### src/rtl/vga_pkg.sv
// Shared state encoding and default 640x480@60 timing for the VGA frame controller.
package vga_pkg;

    localparam logic [1:0] ST_IDLE    = 2'b00;
    localparam logic [1:0] ST_PROCESS = 2'b01;
    localparam logic [1:0] ST_DISPLAY = 2'b10;

    typedef enum logic [1:0] {
        StIdle    = ST_IDLE,
        StProcess = ST_PROCESS,
        StDisplay = ST_DISPLAY
    } state_e;

    localparam int unsigned DEF_H_ACTIVE = 640;
    localparam int unsigned DEF_H_FP     = 16;
    localparam int unsigned DEF_H_SYNC   = 96;
    localparam int unsigned DEF_H_BP     = 48;
    localparam int unsigned DEF_V_ACTIVE = 480;
    localparam int unsigned DEF_V_FP     = 10;
    localparam int unsigned DEF_V_SYNC   = 2;
    localparam int unsigned DEF_V_BP     = 33;
    localparam int unsigned DEF_PIX_DIV  = 4;

endpackage

### src/rtl/vga_frame_controller_if.sv
// Single-port framebuffer RAM bus; the controller is master, the RAM is slave.
interface vga_frame_controller_if #(
    parameter int unsigned ADDR_WIDTH = 19,
    parameter int unsigned COLOR_BITS = 12
);
    logic [ADDR_WIDTH-1:0] fb_addr;
    logic                  fb_we;
    logic [COLOR_BITS-1:0] fb_wdata;
    logic [COLOR_BITS-1:0] fb_rdata;

    modport master (output fb_addr, output fb_we, output fb_wdata, input fb_rdata);
    modport slave  (input fb_addr, input fb_we, input fb_wdata, output fb_rdata);
endinterface

### src/rtl/vga_timing.sv
// Pixel clock-enable divider and h/v raster counters with combinational sync/active decode.
module vga_timing
    import vga_pkg::*;
#(
    parameter int unsigned H_ACTIVE = DEF_H_ACTIVE,
    parameter int unsigned H_FP     = DEF_H_FP,
    parameter int unsigned H_SYNC   = DEF_H_SYNC,
    parameter int unsigned H_BP     = DEF_H_BP,
    parameter int unsigned V_ACTIVE = DEF_V_ACTIVE,
    parameter int unsigned V_FP     = DEF_V_FP,
    parameter int unsigned V_SYNC   = DEF_V_SYNC,
    parameter int unsigned V_BP     = DEF_V_BP,
    parameter int unsigned PIX_DIV  = DEF_PIX_DIV,
    parameter bit          SYNC_POL = 1'b0
) (
    input  logic clk_i,
    input  logic rst_ni,
    output logic pix_en_o,
    output logic active_o,
    output logic h_sync_o,
    output logic v_sync_o,
    output logic frame_tick_o
);

    localparam int unsigned H_TOTAL = H_ACTIVE + H_FP + H_SYNC + H_BP;
    localparam int unsigned V_TOTAL = V_ACTIVE + V_FP + V_SYNC + V_BP;
    localparam int unsigned HCW     = $clog2(H_TOTAL);
    localparam int unsigned VCW     = $clog2(V_TOTAL);
    localparam int unsigned DIVW    = $clog2(PIX_DIV);

    localparam logic [DIVW-1:0] DIV_LAST = DIVW'(PIX_DIV - 1);
    localparam logic [HCW-1:0]  H_LAST   = HCW'(H_TOTAL - 1);
    localparam logic [VCW-1:0]  V_LAST   = VCW'(V_TOTAL - 1);

    logic [DIVW-1:0] div_q, div_d;
    logic [HCW-1:0]  h_cnt_q, h_cnt_d;
    logic [VCW-1:0]  v_cnt_q, v_cnt_d;
    logic            h_wrap, v_wrap, in_h_sync, in_v_sync;

    assign pix_en_o = (div_q == DIV_LAST);
    assign h_wrap   = (h_cnt_q == H_LAST);
    assign v_wrap   = (v_cnt_q == V_LAST);

    always_comb begin
        div_d   = pix_en_o ? '0 : div_q + 1'b1;
        h_cnt_d = h_cnt_q;
        v_cnt_d = v_cnt_q;
        if (pix_en_o) begin
            h_cnt_d = h_wrap ? '0 : h_cnt_q + 1'b1;
            if (h_wrap) begin
                v_cnt_d = v_wrap ? '0 : v_cnt_q + 1'b1;
            end
        end
    end

    always_ff @(posedge clk_i or negedge rst_ni) begin
        if (!rst_ni) begin
            div_q   <= '0;
            h_cnt_q <= '0;
            v_cnt_q <= '0;
        end else begin
            div_q   <= div_d;
            h_cnt_q <= h_cnt_d;
            v_cnt_q <= v_cnt_d;
        end
    end

    // Compare at 32 bits so a sync end equal to the total still fits.
    assign in_h_sync = (32'(h_cnt_q) >= H_ACTIVE + H_FP)
                    && (32'(h_cnt_q) <  H_ACTIVE + H_FP + H_SYNC);
    assign in_v_sync = (32'(v_cnt_q) >= V_ACTIVE + V_FP)
                    && (32'(v_cnt_q) <  V_ACTIVE + V_FP + V_SYNC);

    assign h_sync_o     = in_h_sync ? SYNC_POL : ~SYNC_POL;
    assign v_sync_o     = in_v_sync ? SYNC_POL : ~SYNC_POL;
    assign active_o     = (32'(h_cnt_q) < H_ACTIVE) && (32'(v_cnt_q) < V_ACTIVE);
    assign frame_tick_o = pix_en_o && h_wrap && v_wrap;

endmodule

### src/rtl/vga_frame_controller.sv
// VGA scan-out plus CPU framebuffer ownership FSM sharing one single-port RAM.
module vga_frame_controller
    import vga_pkg::*;
#(
    parameter int unsigned H_ACTIVE   = DEF_H_ACTIVE,
    parameter int unsigned H_FP       = DEF_H_FP,
    parameter int unsigned H_SYNC     = DEF_H_SYNC,
    parameter int unsigned H_BP       = DEF_H_BP,
    parameter int unsigned V_ACTIVE   = DEF_V_ACTIVE,
    parameter int unsigned V_FP       = DEF_V_FP,
    parameter int unsigned V_SYNC     = DEF_V_SYNC,
    parameter int unsigned V_BP       = DEF_V_BP,
    parameter int unsigned PIX_DIV    = DEF_PIX_DIV,
    parameter int unsigned COLOR_BITS = 12,
    parameter int unsigned ADDR_WIDTH = 19,
    parameter bit          SYNC_POL   = 1'b0
) (
    input  logic                  clk,
    input  logic                  reset,
    input  logic                  start,
    input  logic                  proc_we,
    input  logic [ADDR_WIDTH-1:0] proc_addr,
    input  logic [COLOR_BITS-1:0] proc_wdata,
    output logic                  proc_ready,
    output logic                  done,
    vga_frame_controller_if.master fb,
    output logic                  hSync,
    output logic                  vSync,
    output logic [COLOR_BITS-1:0] vga_rgb,
    output logic [1:0]            state_o,
    output logic                  frame_tick
);

    localparam int unsigned           PIXEL_COUNT = H_ACTIVE * V_ACTIVE;
    localparam logic [ADDR_WIDTH-1:0] PIX_LAST    = ADDR_WIDTH'(PIXEL_COUNT - 1);

    state_e                state_q, state_d;
    logic                  pending_q, pending_d;
    logic                  done_q, done_d;
    logic [ADDR_WIDTH-1:0] scan_q, scan_d;
    logic                  valid1_q;
    logic [1:0]            hs_q, vs_q;
    logic [COLOR_BITS-1:0] rgb_q;
    logic                  pix_en, active, h_sync, v_sync;
    logic                  in_process, wr_ok;

    vga_timing #(
        .H_ACTIVE (H_ACTIVE),
        .H_FP     (H_FP),
        .H_SYNC   (H_SYNC),
        .H_BP     (H_BP),
        .V_ACTIVE (V_ACTIVE),
        .V_FP     (V_FP),
        .V_SYNC   (V_SYNC),
        .V_BP     (V_BP),
        .PIX_DIV  (PIX_DIV),
        .SYNC_POL (SYNC_POL)
    ) u_timing (
        .clk_i        (clk),
        .rst_ni       (reset),
        .pix_en_o     (pix_en),
        .active_o     (active),
        .h_sync_o     (h_sync),
        .v_sync_o     (v_sync),
        .frame_tick_o (frame_tick)
    );

    assign in_process = (state_q == StProcess);
    assign wr_ok      = in_process && proc_we && (proc_addr <= PIX_LAST);

    always_comb begin
        state_d   = state_q;
        pending_d = pending_q;
        done_d    = 1'b0;
        unique case (state_q)
            StIdle, StDisplay: begin
                // pending_q is registered, so a start coinciding with frame_tick waits a frame.
                if (frame_tick && pending_q) begin
                    state_d   = StProcess;
                    pending_d = 1'b0;
                end else if (start) begin
                    pending_d = 1'b1;
                end
            end
            StProcess: begin
                if (wr_ok && (proc_addr == PIX_LAST)) begin
                    state_d = StDisplay;
                    done_d  = 1'b1;
                end
            end
            default: begin
                state_d   = StIdle;
                pending_d = 1'b0;
            end
        endcase
    end

    always_comb begin
        scan_d = scan_q;
        if (frame_tick) begin
            scan_d = '0;
        end else if (pix_en && active) begin
            scan_d = scan_q + 1'b1;
        end
    end

    always_comb begin
        fb.fb_we    = wr_ok;
        fb.fb_addr  = scan_q;
        fb.fb_wdata = '0;
        if (in_process) begin
            fb.fb_addr  = proc_addr;
            fb.fb_wdata = proc_wdata;
        end
    end

    always_ff @(posedge clk or negedge reset) begin
        if (!reset) begin
            state_q   <= StIdle;
            pending_q <= 1'b0;
            done_q    <= 1'b0;
            scan_q    <= '0;
            valid1_q  <= 1'b0;
            hs_q      <= {2{~SYNC_POL}};
            vs_q      <= {2{~SYNC_POL}};
            rgb_q     <= '0;
        end else begin
            state_q   <= state_d;
            pending_q <= pending_d;
            done_q    <= done_d;
            scan_q    <= scan_d;
            // Qualify with ownership at address time so a CPU-address read never reaches the pins.
            valid1_q  <= active && !in_process;
            hs_q      <= {hs_q[0], h_sync};
            vs_q      <= {vs_q[0], v_sync};
            rgb_q     <= valid1_q ? fb.fb_rdata : '0;
        end
    end

    assign hSync      = hs_q[1];
    assign vSync      = vs_q[1];
    assign vga_rgb    = rgb_q;
    assign state_o    = state_q;
    assign proc_ready = in_process;
    assign done       = done_q;

endmodule

### src/flat_wrapper.sv
// flat-port wrapper written by rule: the top's interface ports become plain ports
module vga_frame_controller_flat import vga_pkg::*;
#(
    parameter int unsigned H_ACTIVE   = DEF_H_ACTIVE,
    parameter int unsigned H_FP       = DEF_H_FP,
    parameter int unsigned H_SYNC     = DEF_H_SYNC,
    parameter int unsigned H_BP       = DEF_H_BP,
    parameter int unsigned V_ACTIVE   = DEF_V_ACTIVE,
    parameter int unsigned V_FP       = DEF_V_FP,
    parameter int unsigned V_SYNC     = DEF_V_SYNC,
    parameter int unsigned V_BP       = DEF_V_BP,
    parameter int unsigned PIX_DIV    = DEF_PIX_DIV,
    parameter int unsigned COLOR_BITS = 12,
    parameter int unsigned ADDR_WIDTH = 19,
    parameter bit          SYNC_POL   = 1'b0
)
  (clk, reset, start, proc_we, proc_addr, proc_wdata, proc_ready, done, hSync, vSync, vga_rgb, state_o, frame_tick, fb_fb_addr, fb_fb_we, fb_fb_wdata, fb_fb_rdata);
  vga_frame_controller_if #(.ADDR_WIDTH(ADDR_WIDTH), .COLOR_BITS(COLOR_BITS)) fb_i ();
  input  logic clk;
  input  logic reset;
  input  logic start;
  input  logic proc_we;
  input  logic [ADDR_WIDTH-1:0] proc_addr;
  input  logic [COLOR_BITS-1:0] proc_wdata;
  output logic proc_ready;
  output logic done;
  output logic hSync;
  output logic vSync;
  output logic [COLOR_BITS-1:0] vga_rgb;
  output logic [1:0] state_o;
  output logic frame_tick;
  output wire logic [$bits(fb_i.fb_addr)-1:0] fb_fb_addr;
  output wire logic [$bits(fb_i.fb_we)-1:0] fb_fb_we;
  output wire logic [$bits(fb_i.fb_wdata)-1:0] fb_fb_wdata;
  input wire logic [$bits(fb_i.fb_rdata)-1:0] fb_fb_rdata;
  assign fb_fb_addr = fb_i.fb_addr;
  assign fb_fb_we = fb_i.fb_we;
  assign fb_fb_wdata = fb_i.fb_wdata;
  assign fb_i.fb_rdata = fb_fb_rdata;
  vga_frame_controller #(.H_ACTIVE(H_ACTIVE), .H_FP(H_FP), .H_SYNC(H_SYNC), .H_BP(H_BP), .V_ACTIVE(V_ACTIVE), .V_FP(V_FP), .V_SYNC(V_SYNC), .V_BP(V_BP), .PIX_DIV(PIX_DIV), .COLOR_BITS(COLOR_BITS), .ADDR_WIDTH(ADDR_WIDTH), .SYNC_POL(SYNC_POL)) u_core (.clk(clk), .reset(reset), .start(start), .proc_we(proc_we), .proc_addr(proc_addr), .proc_wdata(proc_wdata), .proc_ready(proc_ready), .done(done), .fb(fb_i), .hSync(hSync), .vSync(vSync), .vga_rgb(vga_rgb), .state_o(state_o), .frame_tick(frame_tick));
endmodule
### config.mk
export PLATFORM = sky130hd
export DESIGN_NAME = vga_frame_controller_flat
export DESIGN_NICKNAME = d
export VERILOG_FILES = /design/src/rtl/vga_pkg.sv /design/src/rtl/vga_frame_controller_if.sv /design/src/rtl/vga_timing.sv /design/src/rtl/vga_frame_controller.sv /design/src/flat_wrapper.sv
export SDC_FILE = /design/constraint.sdc
export NUM_CORES = 1
export LEC_CHECK = 0
export BUFFER_PORTS_ARGS = -buffer_cell sky130_fd_sc_hd__buf_4
export CORE_MARGIN = 4
export CORE_UTILIZATION = 51
export DETAILED_ROUTE_END_ITERATION = 7
export PLACE_DENSITY = 0.79
export SETUP_SLACK_MARGIN = 0.15
export SLEW_MARGIN = 20
export SYNTH_ARGS = -nofsm -noshare
export SYNTH_HDL_FRONTEND = slang
export SYNTH_SLANG_ARGS = --single-unit
### constraint.sdc
create_clock -name clk -period 2.4 [get_ports clk]
set_input_delay 0.12 -clock clk [delete_from_list [all_inputs] [get_ports clk]]
set_output_delay 0.12 -clock clk [all_outputs]
set_load 0.05 [all_outputs]
Word-level counts from Yosys, hierarchy flattened:

Cells that the tools add are included.

* register bits after elaboration: 62
* input bits: 47
* output and inout port bits: 51
* word-level logic and storage cells: 68

* $add $sub $neg: 4
* mux-type cells: 18
* reduce and logical (&&, ||, !) cells: 18
* magnitude comparators: 7
* equal/unequal tests: 9
* bitwise logic cells: 1

Operators with widths (count)
* $mux 19: 3
* $mux 12: 2
* $add 10x1->10 const B: 2
* $eq 10x10->1 const B: 2
* $lt 10x10->1 const B: 2
* $lt 10x9->1 const B: 2
* $mux 10: 2
* $add 19x1->19 const B: 1
* $eq 19x19->1 const B: 1
* $le 19x19->1 const B: 1
* $logic_and 1x1->1: 11
* $ge 10x10->1 const B: 1
* $ge 10x9->1 const B: 1
* $mux 1: 6
* $mux 2: 3
* $reduce_and 2->1: 3
* $eq 2x2->1 const B: 2
* $pmux 2 s2: 1
* $ne 3x2->1 const B: 1
* $add 2x1->2 const B: 1
* $eq 2x1->1 const B: 1
* $logic_not 2->1: 1
* $ne 2x1->1 const B: 1
* $ne 2x2->1 const B: 1
* 5 further kinds: 5

Logic depth before layout (Yosys ltp):

* depth after elaboration: 6
* gate-level depth with buffers: 7
* mapped depth without buffers: 6

By module:

Synthesis repeated with hierarchy kept, for this count alone.

* cell total of the unflattened synthesis: 310
* area, all modules: 3208.1 um2

Modules (own cells, without submodules)
* vga_frame_controller: instances 1, cells each 192, sequential area each 1006.0 um2, area an instance 2026.9 um2
* vga_timing: instances 1, cells each 118, sequential area each 550.5 um2, area an instance 1181.1 um2

Worst setup path after synthesis:

No wires, ideal clock.

* path type: flip-flop to output port
* from: register u_core.state_q[1], in the netlist u_core.state_o[1]
* to: output fb_fb_addr[16]
* slack: -0.333 ns
* stages on the path, launching flop included: 6
* path buffers: 2
* data required time: 2.280 ns
* arrival time: 2.613 ns
* cell sequence: dfrtp_1 nand2b_1 clkbuf_1 clkinv_1 clkbuf_1 o21ai_0

* word-level cells in the longest chain between the ends: 2

Ends and longest elaborated chain
* start, declared: RTL line vga_frame_controller.sv:37 `state_e state_q, state_d;`
* start signal, assigned: RTL line vga_frame_controller.sv:119 `state_q <= StIdle;`
* start signal, assigned: RTL line vga_frame_controller.sv:128 `state_q <= state_d;`
* $eq 2x1->1: RTL line vga_frame_controller.sv:68 `assign in_process = (state_q == StProcess);`
* $mux 19: RTL line vga_frame_controller.sv:111 `if (in_process) begin`
* end, declared: RTL line flat_wrapper.sv:32 `output wire logic [$bits(fb_i.fb_addr)-1:0] fb_fb_addr;`

No other way between the ends.

Worst setup path after layout:

* from: register u_core.u_timing.v_cnt_q[0]
* to: output frame_tick

* word-level cells in the longest chain between the ends: 2

Ends and longest elaborated chain
* start, declared: RTL line vga_timing.sv:37 `logic [VCW-1:0] v_cnt_q, v_cnt_d;`
* start signal, assigned: RTL line vga_timing.sv:64 `v_cnt_q <= v_cnt_d;`
* $eq 10x10->1: RTL line vga_timing.sv:42 `assign v_wrap = (v_cnt_q == V_LAST);`
* $logic_and 1x1->1: RTL line vga_timing.sv:77 `assign frame_tick_o = pix_en_o && h_wrap && v_wrap;`
* end, declared: RTL line flat_wrapper.sv:31 `output logic frame_tick;`

No other way between the ends.

==> impl_metrics.yaml <==
routing:
  drt_iter0_drc: 152
  wl_mm: 8.57
  drcViolationCount: 0
  first_pass_iters: 4
  viasPerCell: 5.50
  ant_nets: 0
  wl_per_cell_um: 15.7
  via_count: 3010
finish:
  antennaDiodeCount: 0
  regArea_um2: 1560
  drive_gt1_share_pct: 28.6
  multi_input_area_um2: 1560
  final_nets: 521
  area_delta_synth_final_pct: 36.0
  fillers: 458
  final_cells: 547
clocking:
  cts_sinks: 62
  cts_buffers: 9
  cts_max_level: 3
  cts_tree: "yes"
  clockBufferDepth: 2
  cts_root_buf: "clkbuf_8"
  clkTransAtPathRegs_ns: 0.07
  clock_latency_ns: 0.34
setup_path:
  critical_path_class: "register to output pin"
  critPathMaxStageDelay_ns: 0.40
  r2r_start: "u_core.u_timing.div_q[0]"
  r2r-end: "u_core.scan_q[15]"
  start_kind: "register"
  cp_cell_sequence: "inv_1 -> ha_1 -> and4bb_2 -> nand4_1 -> nor2_4 -> buf_4 -> buf_4"
  cp_data_required_time_ns: 2.28
  endpoint_kind: "output pin"
  critPathMaxFanout: 5
  worstPathArrival_ns: 2.02
  rrSetupSlack_ns: 0.27
  path_common_cell: "buf_4"
  crit_slowest_cell: "dfrtp_1"
  reg2reg_depth: 5
sta:
  skew_ns: 0.00480
  rsz0062_at_grt: "no"
  setup_violations: 0
  drv_slew: 0
  worstMarginPinSlew_ns: 0.768
  totalNegativeSetupSlack_ns: 0
  finalCritPeriodShare_pct: 89.0
  period_minus_slack_ns: 2.14
  hold_viol: 0
  slew_headroom_pct: 48.8
  fmax_mhz: 468
synth:
  ys_seq_elements: 62
  synth_top_area_share_pct: 45.1
  ys.flop_type: "dfrtp_1"
  synth_cell_types: 46
  seq_area_frac_synth_pct: 48.3
  synth_fp_nets: 406
  avgSynthCellArea_um2: 9.15
  netlist_area_um2: 3220
  synth.top_cells.by_area: "dfrtp_1 45%, nand2_1 7.8%, and2_1 4.9%"
  async_flop_share_pct: 100
  yosysWarnings: 0
  yosysMostFrequentCell: "nand2_1"
  synth_edf_count: 0
  syn_inst: 352
  ys_top_cells_by_count: "67 x nand2_1, 58 x dfrtp_1, 25 x and2_1"
  yosysTopAreaCell: "dfrtp_1"
placed_design:
  dp_cells: 517
  port_buffers: 97
  hpwl_mm: 6.20
  finalWeightedCongestion: 0.852
worst_hold_path:
  min_path_cells: 3
  hold_path.class: "input pin to register"
  worstHoldStart: "proc_addr[16]"
  whs_endpoint: "u_core.done"
floorplanning:
  core.rowCount: 28
  start_util_pct: 53.4
  core_area_um2: 6030
  ioPinCount: 98
  die_y_um: 87.5
  die_x_um: 87.5
  die_area_um2: 7650
power:
  power_density_nw_per_um2: 510
  max-vdd-ir-drop_uv: 415
  leakagePower_uw: 0.00208
grt:
  grt_pass1_wl_mm: 13.9
  grt_max_degree: 63
  grt_pass1_vias: 2967
  gr-usage-all-layers_pct: 23.4
  antenna_found_initial: 0
  grt-ovfl-total: 0
outcome:
  status: "finished, final reports clean"
run:
  drv_cap: 0
## what timing repair did
item	CTS	global route
setup endpoints to repair	1	6
hold endpoints to repair	70	0
pin swaps	1	1
gates resized for setup	3	1
hold buffers	13	0
setup buffers	1	0
## worst max path at each step
stage | start | depth (start not counted) | slack (ns) | to
after floorplan | u_core.state_o[1] | 5 | 0.04 | fb_fb_addr[16]
after global placement | u_core.u_timing.v_cnt_q[6] | 4 | 0.30 | u_core.scan_q[14]
after detailed placement | u_core.u_timing.v_cnt_q[6] | 4 | 0.24 | u_core.scan_q[15]
after CTS | u_core.u_timing.div_q[0] | 6 | 0.18 | frame_tick
after global routing | u_core.u_timing.v_cnt_q[0] | 7 | 0.15 | frame_tick
final | u_core.u_timing.v_cnt_q[0] | 7 | 0.26 | frame_tick
## final cells by class
type / instances / area share [%]
clock buffers: 9 / 2.83
inverters: 12 / 1.03
well taps: 75 / 2.14
multi-input cells: 263 / 35.6
repair buffers: 119 / 21.1
clock inverters: 7 / 1.71
flip-flops and latches: 62 / 35.5
## report_power, final
| group | total [µW] | leakage [µW] | switching [µW] | internal, µW |
|---|---|---|---|---|
| sequential | 1040 | 0.000823 | 0.0515 | 1040 |
| clock | 915 | 0.0000914 | 435 | 480 |
| combinational | 276 | 0.00116 | 166 | 110 |
| total | 2240 | 0.00208 | 601 | 1630 |
## through the flow
step	worst slack [ns]	hold slack (ns)	power, µW	area (µm²)	util (%)
2_1_floorplan	0.0421	-0.176	1190	3220	-
3_3_place_gp	0.298	0.241	1320	4030	66.8
3_5_place_dp	0.240	0.242	1330	4030	66.8
4_1_cts	0.183	0.0673	2250	4380	72.7
5_1_grt	0.153	0.0874	2310	4380	72.7
6_report	0.264	0.0829	2240	4380	72.7
## critical path: cells and delay by family, from the launching register on
kind,cells,cell delay (ns)
simple gates,3,0.62
buf+inv,3,0.49
fa+ha+maj,1,0.17
flops,1,0.40
## state kept, by name (all words and copies together), names as in the netlist
name	cells
u_core.scan_q	19
u_core.vga_rgb	12
u_core.u_timing.h_cnt_q	10
u_core.u_timing.v_cnt_q	10
u_core.hs_q	2
u_core.state_o	2
u_core.u_timing.div_q	2
u_core.vs_q	2
u_core.done	1
u_core.pending_q	1
u_core.valid1_q	1
## layout by cell type, fill, tap and decap left out, drive strengths merged, types with 4 or more instances in the layout
master	n
dfstp	4
or3	7
xnor2	11
o21ai	13
dlygate4sd3	13
o31ai	9
nand3	18
or4	10
clkbuf	9
nand2	67
and2	25
inv	11
nor3	10
buf	106
ha	7
dfrtp	58
clkinv	4
a21oi	15
nand4	14
nor2	17
xor2	7
## cells by family after synthesis
| group | share of synthesized area [%] |
|---|---|
| fa+ha+maj | 2.72 |
| xor+xnor | 4.90 |
| mux | 0.932 |
| buf+inv | 3.73 |
| compound gates | 9.25 |
| flops | 48.3 |
| simple gates | 30.1 |
## layer usage
| layer | global-route usage, % | routed length (µm) | vias up |
|---|---|---|---|
| met4 | 10.3 | 173 | 0 |
| met5 | 0 | 0 | - |
| met3 | 3.41 | 412 | 12 |
| met2 | 39.2 | 4380 | 72 |
| li1 | - | - | 1458 |
| met1 | 29.9 | 3600 | 1468 |
Note: power is estimated with default switching activity, not from simulation.
